### src/rtl/if_fetch.sv
// Instruction-fetch stage: owns the PC, drives the 1-cycle-latency instruction memory and
// presents instr/nxt_pc to decode, with a skid register so a decode stall loses nothing.
module if_fetch #(
  parameter int unsigned          PC_W      = 16,
  parameter int unsigned          INSTR_W   = 17,
  parameter logic [PC_W-1:0]      RESET_PC  = 16'h0000,
  parameter logic [INSTR_W-1:0]   NOP_INSTR = 17'h0
) (
  input  logic               clk,
  input  logic               rst,
  input  logic               stall_IM_ID,
  input  logic               flow_change_ID_EX,
  input  logic [PC_W-1:0]    dst_ID_EX,
  output logic [PC_W-1:0]    im_addr,
  output logic               im_re,
  input  logic [INSTR_W-1:0] im_rdata,
  output logic [INSTR_W-1:0] instr,
  output logic [PC_W-1:0]    nxt_pc_IM_ID
);

  typedef enum logic {RUN, HOLD} state_t;

  state_t             state, state_nxt;
  logic [PC_W-1:0]    pc, pc_nxt;
  logic [PC_W-1:0]    rd_pc, rd_pc_nxt;
  logic               rd_vld, rd_vld_nxt;
  logic [INSTR_W-1:0] skid_instr, skid_instr_nxt;
  logic [PC_W-1:0]    skid_pc, skid_pc_nxt;
  logic [INSTR_W-1:0] live_instr;
  logic [PC_W-1:0]    live_pc;

  always_ff @(posedge clk) begin
    if (rst) begin
      state      <= RUN;
      pc         <= RESET_PC;
      rd_pc      <= '0;
      rd_vld     <= 1'b0;
      skid_instr <= NOP_INSTR;
      skid_pc    <= '0;
    end else begin
      state      <= state_nxt;
      pc         <= pc_nxt;
      rd_pc      <= rd_pc_nxt;
      rd_vld     <= rd_vld_nxt;
      skid_instr <= skid_instr_nxt;
      skid_pc    <= skid_pc_nxt;
    end
  end

  // What the memory is returning this cycle; a bubble when no read is in flight.
  always_comb begin
    live_instr = rd_vld ? im_rdata : NOP_INSTR;
    live_pc    = rd_vld ? rd_pc + PC_W'(1) : '0;
  end

  always_comb begin
    state_nxt      = state;
    pc_nxt         = pc;
    rd_pc_nxt      = rd_pc;
    rd_vld_nxt     = rd_vld;
    skid_instr_nxt = skid_instr;
    skid_pc_nxt    = skid_pc;
    case (state)
      RUN: begin
        rd_pc_nxt  = pc;
        rd_vld_nxt = 1'b1;
        if (!stall_IM_ID) begin
          pc_nxt = pc + PC_W'(1);
        end else begin
          // pc holds so the IM re-reads it; mem[pc] is waiting when the stall ends
          skid_instr_nxt = live_instr;
          skid_pc_nxt    = live_pc;
          state_nxt      = HOLD;
        end
      end
      HOLD: begin
        if (!stall_IM_ID) begin
          pc_nxt    = pc + PC_W'(1);
          rd_pc_nxt = pc;
          state_nxt = RUN;
        end
      end
      default: state_nxt = RUN;
    endcase
    if (flow_change_ID_EX) begin
      pc_nxt     = dst_ID_EX;
      rd_vld_nxt = 1'b0;
      state_nxt  = RUN;
    end
  end

  always_comb begin
    im_re = 1'b1;
    if (rst) begin
      im_addr      = RESET_PC;
      instr        = NOP_INSTR;
      nxt_pc_IM_ID = '0;
    end else begin
      im_addr      = pc;
      instr        = (state == HOLD) ? skid_instr : live_instr;
      nxt_pc_IM_ID = (state == HOLD) ? skid_pc : live_pc;
    end
  end

endmodule
### config.mk
export PLATFORM = sky130hd
export DESIGN_NAME = if_fetch
export DESIGN_NICKNAME = d
export VERILOG_FILES = /design/src/rtl/if_fetch.sv
export SDC_FILE = /design/constraint.sdc
export NUM_CORES = 1
export LEC_CHECK = 0
export ABC_AREA = 0
export ABC_CLOCK_PERIOD_IN_PS = 2400
export CAP_MARGIN = 20
export CORE_AREA = 2 2 100 102
export CTS_CLUSTER_DIAMETER = 100
export DETAILED_ROUTE_END_ITERATION = 8
export DIE_AREA = 0 0 102 104
export DONT_BUFFER_PORTS = 1
export SETUP_SLACK_MARGIN = 0.5
export SLEW_MARGIN = 40
export SYNTH_ARGS = -nofsm -noshare
export SYNTH_HDL_FRONTEND = slang
export SYNTH_SLANG_ARGS = --single-unit
### constraint.sdc
create_clock -name clk -period 2.4 [get_ports clk]
set_clock_uncertainty 0.2 [all_clocks]
set_input_delay 0.36 -clock clk [delete_from_list [all_inputs] [get_ports clk]]
set_output_delay 0.36 -clock clk [all_outputs]
set_load 0.02 [all_outputs]
==> results.md, run 1 <==
- GRT Total Usage: 0.235
- Layout cells sized above 1: 0.390
- Min Clock Period, post-route: around 2.6 ns
- Sequential share of power: 0.463
- Compound-cell area share of the yosys netlist: 0.175
- First-pass GRT wire length: about 20000 um
- Final Hold Fails: 0
- Crit path kind: reg -> out
- Drt wl/cell: approximately 18 um
- Switching Fraction: 0.301
- Detail Route Antenna Nets: 0
- Worst Tran Pin Value: 0.691 ns
- Initial antenna violation count: 0
- Post-DP Area: roughly 4000 um2
- Largest family of logic cells by synthesized area: simple AND/OR/NAND/NOR gates
- Commonest non-fill, non-tap cell in the layout: nand2_1
- Clock net sink count: between 60 and 70
- Power per standard cell area: 443 nW/um2
- CTS Buf Count: 9
- Drt via density: 5.61
- Async SR Flop Fraction: 0
- Arrival time at the worst endpoint: 2.00 ns
- Crit start category: flop
- Total wire length: 13600 um
- Worst hold path type: in -> reg
- Max clock buf depth: 2
- Die Ht: around 100 um
- Synth cell types: 46
- Clock Latency Late Sink: 0.37 ns
- RD Place Congestion: just under 0.9
- Comb power frac: 0.188
- Row count: 36
- Max cap viols: 0
- Area Growth Syn to Fin: 60.1%
- Num ports: 87
- Status: finished, violations left
- Adder-Cell Fraction of Synth Area: 0.00678
- Total Power Consumption: roughly 2.6 mW
- CP max FO: 4
- Core Footprint: 9550 um2
- Relative slew slack: 0.536
- Die footprint: 10600 um2
- R2R cell count: 11
- #FFs+latches synth: 67
- Synthesized Nets: between 500 and 600
- Period Utilization, post-route: 1.07
- Synth Area per Inst: 7.00 um2
- HPWL Detailed: 6580 um
- Router iterations before antenna repair: 5
- Largest net degree at the start of global routing: 63
- CTS H-tree lvls: 3
- GRT Residual Overflow: 0
- Final setup fails: 11
- Initial Util: 0.386
- Die X: 102 um
- Max-slew violations: 0
- Antenna cells: 0
- Number of port buffers: 0
- Simple-Gate Fraction of Synth Area: 0.348
- Xor/xnor share of the synthesized area: 0.0475
- Post-synth EDFFs: 0
- Max VDD drop: 0.287 mV
- Fmax: a little under 400 MHz
- RSZ-0062 raised after global routing: true
- Worst endpoint required time: 1.84 ns
- Post-synthesis mux area share: 0.00271
- Internal cell power: approximately 1.8 mW
- CTS root buffer: clkbuf_8
- Post-Synthesis Cells: 527
- Clock network fraction of total power: 0.349
- Worst hold path depth: 2
- Failing checks: setup timing
- CTS clock-pin slew for the worst setup and hold paths: 0.09 ns
- Fin nets: 642
- Number of global-route vias before repair: 3847
- Commonest non-fill, non-tap cells in the layout: nand2_1 (71), nor2_1 (61), a21oi_1 (51)
- Cell leakage power: approximately 2.2 nW
- CTS tree: built
- NetSw: 0.786 mW
- Drt first-iter violations: a little under 400
- Worst Setup End Kind: primary output
- Sequential area share after synthesis: 0.364
- # DRC: 0
- Synth Cell Area: 3690 um2
- Fin area: 5910 um2
- Worst setup margin: -0.163 ns
- Top FF cell, synth: dfxtp_1
- Yosys warning count: 0
- Final core utilization: 0.619
- Vias: 4149
-- flip-flops by register name, summed over array words and instances (netlist names) --
name and flops:
state 1, pc 16, skid_instr 17, skid_pc 16
rd_vld 1, rd_pc 16
-- per-stage QoR --
stage	std cells	hold slack, ns	setup TNS, ns	setup slack [ns]
2_1_floorplan	527	0.232	0	0.109
3_3_place_gp	649	0.234	0	0.141
3_5_place_dp	649	0.235	0	0.123
4_1_cts	713	0.0000974	-0.238	-0.149
5_1_grt	740	0.0111	-1.25	-0.204
6_report	740	0.0127	-0.627	-0.163
-- layer usage --
layer	wire [um]	share of wire	track usage	vias up
met4	221	0.016	0.0819	0
li1	-	-	-	1956
met5	0	0	0	-
met2	6780	0.50	0.367	168
met3	771	0.057	0.0397	20
met1	5850	0.43	0.326	2005
-- what timing repair did --
action / in CTS / in global routing
resized for setup: 164 / 54
pin swaps: 44 / 51
gates cloned: 6 / 1
hold endpoints to repair: 62 / 1
setup endpoints to repair: 65 / 57
buffers inserted: 27 / 25
hold buffers: 16 / 1
-- worst paths after layout --
check / endpoint / start / slack [ns]
max: nxt_pc_IM_ID[15] / rd_pc[5]$_SDFFE_PP0P_ / -0.16
min: pc[12]$_SDFFE_PP0P_ / dst_ID_EX[12] / 0.01
max reg2reg: skid_pc[3]$_SDFFE_PP0P_ / rd_pc[2]$_SDFFE_PP0P_ / 0.46
min reg2reg: skid_pc[6]$_SDFFE_PP0P_ / skid_pc[6]$_SDFFE_PP0P_ / 0.26
-- cells by family after synthesis --
group	after synthesis
flops	67
fa+ha+maj	2
compound gates	113
other cells	1
mux	1
buf+inv	47
xor+xnor	20
simple gates	276
-- final cells by class --
| class | count | area (um2) |
|---|---|---|
| clock inverters | 2 | 10.0 |
| inverters | 6 | 40.0 |
| fillers | 795 | 3640 |
| well taps | 133 | 166 |
| repair buffers | 106 | 1230 |
| flip-flops and latches | 67 | 1390 |
| clock buffers | 13 | 169 |
| multi-input cells | 413 | 2910 |
-- worst max-delay path, stage by stage, from the launching register on --
cell     delay, ns
dfxtp_4       0.37
nand4_4       0.11
or4_4         0.52
or4_4         0.51
nand3_4       0.12
-- power groups by stage --
| stage | logic (mW) | clock network (mW) | registers [mW] |
|---|---|---|---|
| CTS | 0.429 | 0.915 | 1.20 |
| detailed placement | 0.249 | 0 | 1.24 |
| global placement | 0.244 | 0 | 1.24 |
| global route | 0.523 | 0.979 | 1.21 |
| floorplan | 0.236 | 0 | 1.21 |
| finish | 0.492 | 0.912 | 1.21 |
-- synthesized netlist by cell type, types with 2 or more instances --
master,count,area share
nand3b_1,10,0.020
or4_1,2,0.0041
a211oi_1,8,0.016
clkinv_1,2,0.0020
o2111ai_1,2,0.0047
nand2_1,95,0.097
a21oi_1,70,0.095
nand3_1,15,0.020
o21ai_0,17,0.023
clkbuf_1,32,0.033
or3_1,5,0.0085
xor2_1,3,0.0071
buf_1,3,0.0031
nor3_1,8,0.011
buf_4,3,0.0061
nor2_1,90,0.092
nor4_1,14,0.024
nand4b_1,3,0.0071
xnor2_1,17,0.040
nand4_1,9,0.015
inv_1,4,0.0041
dfxtp_1,67,0.36
nor3b_1,2,0.0041
o31a_2,2,0.0054
ha_1,2,0.0068
a311oi_1,3,0.0071
nor2b_1,16,0.027
nand2b_1,2,0.0034
o21bai_1,4,0.0081
Power figures use the tool's default switching activity.
==> run 2, diff against run 1 <==
DONT_BUFFER_PORTS = not set   (was 1)
==> run 2 against run 1 <==
Against the previous run:
- the flow still finishes with violations (setup timing)
- first-iteration DRC count shrank 42%
- clock-buffer cell count shrank 1
- die area is the same
- worst setup slack lost 0.028 ns
- fmax shrank 1.1%
- clock power shrank 5.7%
- register-to-register slack gained 0.07 ns
- final cell count grew 9.5%
- power grew 0.79%
- critical path type unchanged
- largest cell class unchanged
==> results.md, run 2 (same netlist as run 1, synthesis figures left out) <==
- Period Utilization, post-route: 1.08
- Worst setup margin: -0.191 ns
- Layout cells sized above 1: 0.393
- Final core utilization: 0.662
- Num ports: 87
- Final non-filler cell total: 810
- Fin nets: 711
- Power per standard cell area: 417 nW/um2
- Crit path kind: reg -> out
- Max cap viols: 0
- Worst setup path startpoint: rd_pc[3]$_SDFFE_PP0P_
- CTS tree: built
- Failing checks: setup timing
- Worst endpoint required time: 1.84 ns
- Max VDD drop: approximately 0.26 mV
- Levels on crit path: 5
- Met1 WL: 5750 um
- HPWL Detailed: 7290 um
- Setup crit end: nxt_pc_IM_ID[13]
- Antenna cells: 0
- Die X: 102 um
- Arrival time at the worst endpoint: 2.03 ns
- Total Power Consumption: 2.63 mW
- R2R cell count: 7
- Worst reg2reg startpoint: state$_SDFF_PP0_
- RSZ-0062 raised after global routing: true
- Most flop-heavy register: skid_instr
- CTS Buf Count: 9
- Router iterations before antenna repair: 7
- Total wire length: 12900 um
- Setup slack at placement: -0.352 ns
- # DRC: 0
- Clock Latency Late Sink: 0.35 ns
- Cell leakage power: 2.39 nW
- DR WL met2: 6370 um
- Dpl cells: 753
- CP Cell Sequence: nand4_4, or4_4, or4_4, nand3_4, buf_6
- Worst Setup End Kind: primary output
- Final Hold Fails: 0
- Max clock buf depth: 2
- R2r endpoint: skid_pc[11]$_SDFFE_PP0P_
- CTS clock-pin slew for the worst setup and hold paths: 0.08 ns
- Worst hold path type: reg -> reg
- R2R setup slack: 0.53 ns
- Metal3 WL: 605 um
- Crit start category: flop
- Top delay family on crit path: simple AND/OR/NAND/NOR gates
- Number of global-route vias before repair: 3925
- Core Footprint: between 9000 and 10000 um2
- Area Growth Syn to Fin: 71.3%
- Final setup fails: 7
- Largest net degree at the start of global routing: 70
- Largest register FFs: 17
- Max-slew violations: 0
- Worst path slowest cell: or4_4
- Commonest non-fill, non-tap cells in the layout: nand2_1 (90), nor2_1 (60), buf_4 (58)
- Drt wl/cell: around 16 um
- Row count: 36
- Die footprint: 10600 um2
- Die Ht: 104 um
- GRT Residual Overflow: 0
- Clock net sink count: 67
- Drt via density: 5.34
- Initial Util: 0.386
- CP peak stage delay: 0.57 ns
- Buf+Inv Stages, Crit Path: 1
- Number of port buffers: 85
- Setup TNS: -0.574 ns
- Status: finished, violations left
- CTS H-tree lvls: 3
- Commonest non-fill, non-tap cell in the layout: nand2_1
- Highest Signal Layer: met4
- Drt first-iter violations: about 230
- GRT Total Usage: 0.217
- CP max FO: 4
- Detail Route Antenna Nets: 0
- RD Place Congestion: 0.801
- Vias: around 4300
- Min Clock Period, post-route: 2.59 ns
- Most frequent CP cell: or4_4
- First-pass GRT wire length: 18900 um
- CTS root buffer: clkbuf_8
- Initial antenna violation count: 0
- Fmax: about 390 MHz
==> run 2: layout make-up <==
cell class                      instances  area [um2]
Tap cell                              133         166
Fill cell                             790        3230
Timing Repair Buffer                  174        1790
Clock buffer                           12         145
Sequential cell                        67        1380
Multi-Input combinational cell        414        2790
Inverter                                6        27.5
Clock inverter                          4        26.3
==> run 2: worst reg2reg max path: stages (launching register included) <==
cell and delay, ns:
dfxtp_2 0.34, buf_8 0.13, buf_6 0.12, buf_6 0.13, buf_16 0.15, nand2b_4 0.23
or3_4 0.36, o21ai_0 0.15
==> run 2: worst min path at each step <==
stage                                          to                     from  cells past startpoint  slack (ns)
after floorplan           skid_pc[5]$_SDFFE_PP0P_  skid_pc[5]$_SDFFE_PP0P_                      2        0.23
after global placement    skid_pc[6]$_SDFFE_PP0P_  skid_pc[6]$_SDFFE_PP0P_                      2        0.24
after detailed placement  skid_pc[0]$_SDFFE_PP0P_  skid_pc[0]$_SDFFE_PP0P_                      2        0.25
after CTS                 skid_pc[0]$_SDFFE_PP0P_  skid_pc[0]$_SDFFE_PP0P_                      2        0.26
after global routing      skid_pc[2]$_SDFFE_PP0P_  skid_pc[2]$_SDFFE_PP0P_                      2        0.29
final                     skid_pc[6]$_SDFFE_PP0P_  skid_pc[6]$_SDFFE_PP0P_                      2        0.26
==> run 2: per-layer routing <==
layer | GRT usage | vias to the layer above
met1 | 0.308 | 2053
met5 | 0 | -
met2 | 0.336 | 141
met3 | 0.0323 | 19
met4 | 0.0695 | 0
li1 | - | 2110
==> run 2: repair_timing <==
item,4_1_cts,5_1_grt
hold buffers,0,0
resized for setup,307,102
hold endpoints to repair,0,0
gates cloned,4,2
pin swaps,28,40
endpoints found under the setup margin,55,92
buffers inserted,16,19
==> run 2: metrics by stage <==
stage	instance area [um2]	hold slack, ns
after global placement	5000	0.240
after detailed placement	5000	0.249
after CTS	5790	0.260
after floorplan	3770	0.232
final	6320	0.264
after global routing	6320	0.286
==> run 2: power by group <==
part / total, mW / switching [mW] / internal, mW / leakage, nW
logic: 0.568 / 0.291 / 0.277 / 1.75
clock network: 0.860 / 0.457 / 0.403 / 0.0863
registers: 1.21 / 0.0515 / 1.16 / 0.556
==> run 3, diff against run 2 <==
ABC_AREA = not set   (was 0)
==> results of run 3 <==
Final layout, timing and power as in run 2 (identical DEF).
